**config.mk**
```make
export PLATFORM = sky130hd
export DESIGN_NAME = reset_sequencer
export DESIGN_NICKNAME = d
export VERILOG_FILES = /design/src/rtl/reset_sequencer.sv
export SDC_FILE = /design/constraint.sdc
export NUM_CORES = 1
export LEC_CHECK = 0
export CORE_MARGIN = 2
export CORE_UTILIZATION = 45
export CTS_BUF_LIST = sky130_fd_sc_hd__clkbuf_8 sky130_fd_sc_hd__clkbuf_16
export DETAILED_ROUTE_END_ITERATION = 10
export PLACE_DENSITY_LB_ADDON = 0.05
export SLEW_MARGIN = 20
export SYNTH_ARGS = -nofsm -noshare
export SYNTH_HDL_FRONTEND = slang
export SYNTH_SLANG_ARGS = --single-unit
```
**constraint.sdc**
```tcl
create_clock -name CLK -period 2.1 [get_ports CLK]
set_input_delay 0.42 -clock CLK [delete_from_list [all_inputs] [get_ports CLK]]
set_output_delay 0.42 -clock CLK [all_outputs]
set_load 0.05 [all_outputs]
```
**src/rtl/reset_sequencer.sv**
```systemverilog
// Staged reset release sequencer: holds all domains in reset, then frees them in index order.
// Optional RESET_SEQ_SYNC_EN adds a two-flop synchronizer on RST_IN.
module reset_sequencer #(
  parameter int STAGES = 3,
  parameter int HOLD   = 64,
  parameter int GAP    = 16
) (
  input  logic              CLK,
  input  logic              RSTn,
  input  logic              RST_IN,
  input  logic              SREQ,
  output logic              SACK,
  output logic [STAGES-1:0] RST_OUT,
  output logic              READY
);

  localparam int MAX_HG = (HOLD > GAP) ? HOLD : GAP;
  localparam int CW     = $clog2(MAX_HG + 1);
  localparam int IW     = $clog2(STAGES + 1);

  localparam logic [CW-1:0]     HOLD_LAST = CW'(HOLD - 1);
  localparam logic [CW-1:0]     GAP_LAST  = CW'(GAP - 1);
  localparam logic [IW-1:0]     IDX_LAST  = IW'(STAGES);
  localparam logic [CW-1:0]     CNT_ZERO  = {CW{1'b0}};
  localparam logic [IW-1:0]     IDX_ZERO  = {IW{1'b0}};
  localparam logic [STAGES-1:0] ALL_ON    = {STAGES{1'b1}};

  typedef enum logic [1:0] {
    ST_ASSERT  = 2'd0,
    ST_RELEASE = 2'd1,
    ST_RUN     = 2'd2
  } state_t;

  state_t            state_r;
  logic [CW-1:0]     cnt_r;
  logic [IW-1:0]     idx_r;
  logic [STAGES-1:0] rst_out_r;
  logic              ready_r;
  logic              sack_r;
  logic              pend_r;
  logic              rst_in_s;

  function automatic logic [CW-1:0] sat_inc(input logic [CW-1:0] v);
    if (v == {CW{1'b1}}) begin
      return v;
    end else begin
      return v + CW'(1'b1);
    end
  endfunction

`ifdef RESET_SEQ_SYNC_EN
  logic [1:0] sync_r;

  // Two-flop synchronizer; powers up in the asserted state
  always_ff @(posedge CLK or negedge RSTn) begin
    if (!RSTn) begin
      sync_r <= 2'b11;
    end else begin
      sync_r <= {sync_r[0], RST_IN};
    end
  end

  assign rst_in_s = sync_r[1];
`else
  assign rst_in_s = RST_IN;
`endif

  // Sequencer FSM: counter, stage index, staged outputs and soft-reset handshake
  always_ff @(posedge CLK or negedge RSTn) begin
    if (!RSTn) begin
      state_r   <= ST_ASSERT;
      cnt_r     <= CNT_ZERO;
      idx_r     <= IDX_ZERO;
      rst_out_r <= ALL_ON;
      ready_r   <= 1'b0;
      sack_r    <= 1'b0;
      pend_r    <= 1'b0;
    end else begin
      // Acknowledge drops once the requester withdraws; a completing request below wins
      if (sack_r && !SREQ) begin
        sack_r <= 1'b0;
      end
      if (rst_in_s) begin
        state_r   <= ST_ASSERT;
        cnt_r     <= CNT_ZERO;
        idx_r     <= IDX_ZERO;
        rst_out_r <= ALL_ON;
        ready_r   <= 1'b0;
      end else begin
        case (state_r)
          ST_ASSERT: begin
            if (cnt_r == HOLD_LAST) begin
              state_r   <= ST_RELEASE;
              cnt_r     <= CNT_ZERO;
              idx_r     <= IW'(1'b1);
              rst_out_r <= rst_out_r << 1'b1;
            end else begin
              cnt_r <= sat_inc(cnt_r);
            end
          end
          ST_RELEASE: begin
            if (cnt_r == GAP_LAST) begin
              cnt_r <= CNT_ZERO;
              if (idx_r == IDX_LAST) begin
                state_r <= ST_RUN;
                ready_r <= 1'b1;
                if (pend_r) begin
                  sack_r <= 1'b1;
                  pend_r <= 1'b0;
                end
              end else begin
                // Outputs clear strictly low-to-high, so a shift frees the next stage
                rst_out_r <= rst_out_r << 1'b1;
                idx_r     <= idx_r + IW'(1'b1);
              end
            end else begin
              cnt_r <= sat_inc(cnt_r);
            end
          end
          ST_RUN: begin
            if (SREQ && !sack_r) begin
              state_r   <= ST_ASSERT;
              cnt_r     <= CNT_ZERO;
              idx_r     <= IDX_ZERO;
              rst_out_r <= ALL_ON;
              ready_r   <= 1'b0;
              pend_r    <= 1'b1;
            end
          end
          default: begin
            state_r   <= ST_ASSERT;
            cnt_r     <= CNT_ZERO;
            idx_r     <= IDX_ZERO;
            rst_out_r <= ALL_ON;
            ready_r   <= 1'b0;
          end
        endcase
      end
    end
  end

  assign RST_OUT = rst_out_r;
  assign READY   = ready_r;
  assign SACK    = sack_r;

endmodule
```
==> metrics.txt <==
status=completed; Worst Clk Skew=around 0.0036 ns; CTS tree=done; sequential power share=between 50% and 60%; max-capacitance violation count=0; CTS sink count=17; worst skew pair latency=0.26 ns; CP Class=flip-flop to flip-flop; post-CTS sizing=0; highest ir drop seen on vdd=about 430 uV; register bit total from synthesis=17; Final ANT Viol Nets=0; P_int=0.0004831 W; CTS Hold Bufs=0; syn_area_per_cell=roughly 10 sq um; Critical Path Source Type=flip-flop; Die Height=52.99 microns; Yosys top cell area share=32.44%; row count=17; switching pwr=0.0001423 W; wire length per cell=around 16 microns; Setup TNS=0 ns; Leak=between 0.5 and 0.6 nW; Synth cell types=43; Final HPWL DP=1603 microns; first-pass GRT wire length=3939 microns; Synth warnings=0; die width=52.99 microns; max-slew violation count=0; GR Overflow Total=0; clock power share=39.3%; Slew HR=66.85%; die area=2807 sq um; Critical Path Fanout Max=7; Clk pin slew, worst setup/hold paths=0.07 ns; top cells by area, synth=dfrtp_1, dfstp_2, ha_1, o31ai_1, a21oi_1; Longest Clk Path Bufs=2; Final Setup Violations=0; switching portion of total power=22.76%; most frequent cell after synthesis=dfrtp_1; Critical Path RT=2.28 ns; Remaining DRCs=0; Port Buf Inserts=8; post-CTS setup buffer count=0; WL final=2300 microns; largest net degree at the start of global routing=18; fmax=approximately 520 MHz; Worst EP arrival=about 2.1 ns; GPL Wtd Cong=0.7038; sequential-to-total area share from yosys stat=about two fifths; Post-synth EDFFs=0; Layout area overhead=14.25%; fin util=a little under three fifths; ys flop type=dfrtp_1; Hold Violations, Final=0; Comb pwr share=under 10%; cells after synthesis=103; placed inst area=1189 sq um; CTS Root Cell=clkbuf_8; share of cells above drive strength 1=21.93%; antenna cell count=0; Core ar.=2233 sq um; fin crit share=between 90% and 100%; CP Capture Type=flip-flop; Worst Hold Class=input pin to asynchronous set/reset pin; final-stage net count=between 100 and 150; DRT Pass-1 Iters=4; Slew @ Worst Pin=between 0.4 and 0.5 ns; cell area after layout=1234 sq um; CTS Buf Count=3; H-tree depth=1; Synth top cells by count=dfrtp_1, a21oi_1, ha_1, inv_1; Mapped Nets=113; initial antenna violation count=0; RSZ-0062 raised after global routing=no; GRT Total Usage=19.86%; total via count in the routed design=840; first-iteration detailed-routing DRC count=26; PD cells=507.0 nW/um^2; minimum clock period=1.914 ns; Initial Util=48.35%; Synth area leader=dfrtp_1; IO Pins=9; post-synthesis instance area=between 1000 and 1500 sq um; vias in the first global route=852; Async SR Flop Fraction=100.0%; post-DR vias/cell=between 5 and 6
==> logic make-up after synthesis <==
family	share of synthesized area, %
buf+inv	4.751
flops	39.75
compound gates	23.29
mux	2.897
simple gates	22.36
fa+ha+maj	6.952
==> per-layer routing <==
metal  share of wire [%]  track usage (%)  up-vias
met1                  50            26.75      412
met3                 2.9            3.672        5
li1                    -                -      411
met2                  44            28.96       12
met5                   0                0        -
met4                 2.5            12.82        0
==> power by group through the flow <==
stage / clock (W) / combinational (W) / sequential, W
finish: 0.000246 / 0.0000407 / 0.000339
global route: 0.000264 / 0.0000457 / 0.000340
detailed placement: 0 / 0.0000410 / 0.000345
global placement: 0 / 0.0000403 / 0.000344
CTS: 0.000252 / 0.0000414 / 0.000339
floorplan: 0 / 0.0000213 / 0.000343
==> metrics by stage <==
| stage | setup WS, ns | total power [W] | std cells | hold WS (ns) |
|---|---|---|---|---|
| after floorplan | 0.3102 | 0.0003647 | 103 | 0.1244 |
| after global routing | 0.02038 | 0.0006493 | 142 | 0.5342 |
| after global placement | 0.1453 | 0.0003848 | 138 | 0.4862 |
| after CTS | 0.1629 | 0.0006319 | 142 | 0.4917 |
| after detailed placement | 0.1296 | 0.0003857 | 138 | 0.4839 |
| final | 0.1864 | 0.0006255 | 142 | 0.4835 |
==> final cells by class <==
cell class                 count  area [sq um]
tap                           28         35.03
inverter                       6         22.52
multi-input combinational     75         599.3
timing repair buffer          12         102.6
clock buffer                   3         41.29
fill                         216         999.7
clock inverter                 1         3.754
sequential                    17         429.2
==> flip-flops by register name, summed over array words and instances, names as in the netlist <==
name     flops
cnt_r        7
idx_r        2
RST_OUT      3
READY        1
pend_r       1
SACK         1
state_r      2
==> final timing paths <==
check                           depth (start not counted)     start    endpoint  slack (ns)
min in group CLK                                        2     READY       READY        0.50
worst max register to register                          5  cnt_r[0]    idx_r[0]        0.19
worst max-delay path                                    5  cnt_r[0]    idx_r[0]        0.19
max in group asynchronous                               2      RSTn  RST_OUT[1]        1.36
worst min-delay path                                    2      RSTn    idx_r[1]        0.48
worst min register to register                          2     READY       READY        0.50
==> layout by cell type, fill, tap and decap left out, types with 2 or more instances in the layout <==
master / instances
a21o_1: 3
a21oi_1: 7
and3_1: 2
buf_4: 7
clkbuf_8: 3
clkdlybuf4s50_1: 5
dfrtp_1: 14
dfstp_2: 3
ha_1: 6
inv_1: 7
mux2i_1: 2
nand2_1: 4
nand2b_1: 3
nand4b_1: 4
nor2_1: 5
nor3_1: 2
o21ai_0: 5
o31ai_1: 5
or3_1: 3
==> critical path, stage by stage, from the launching register on <==
cell and delay [ns]:
dfrtp_1 0.38, ha_1 0.22, nand4b_2 0.28, a221oi_4 0.52, o21ai_2 0.19, a211oi_2 0.24
Power figures use the tool's default switching activity.
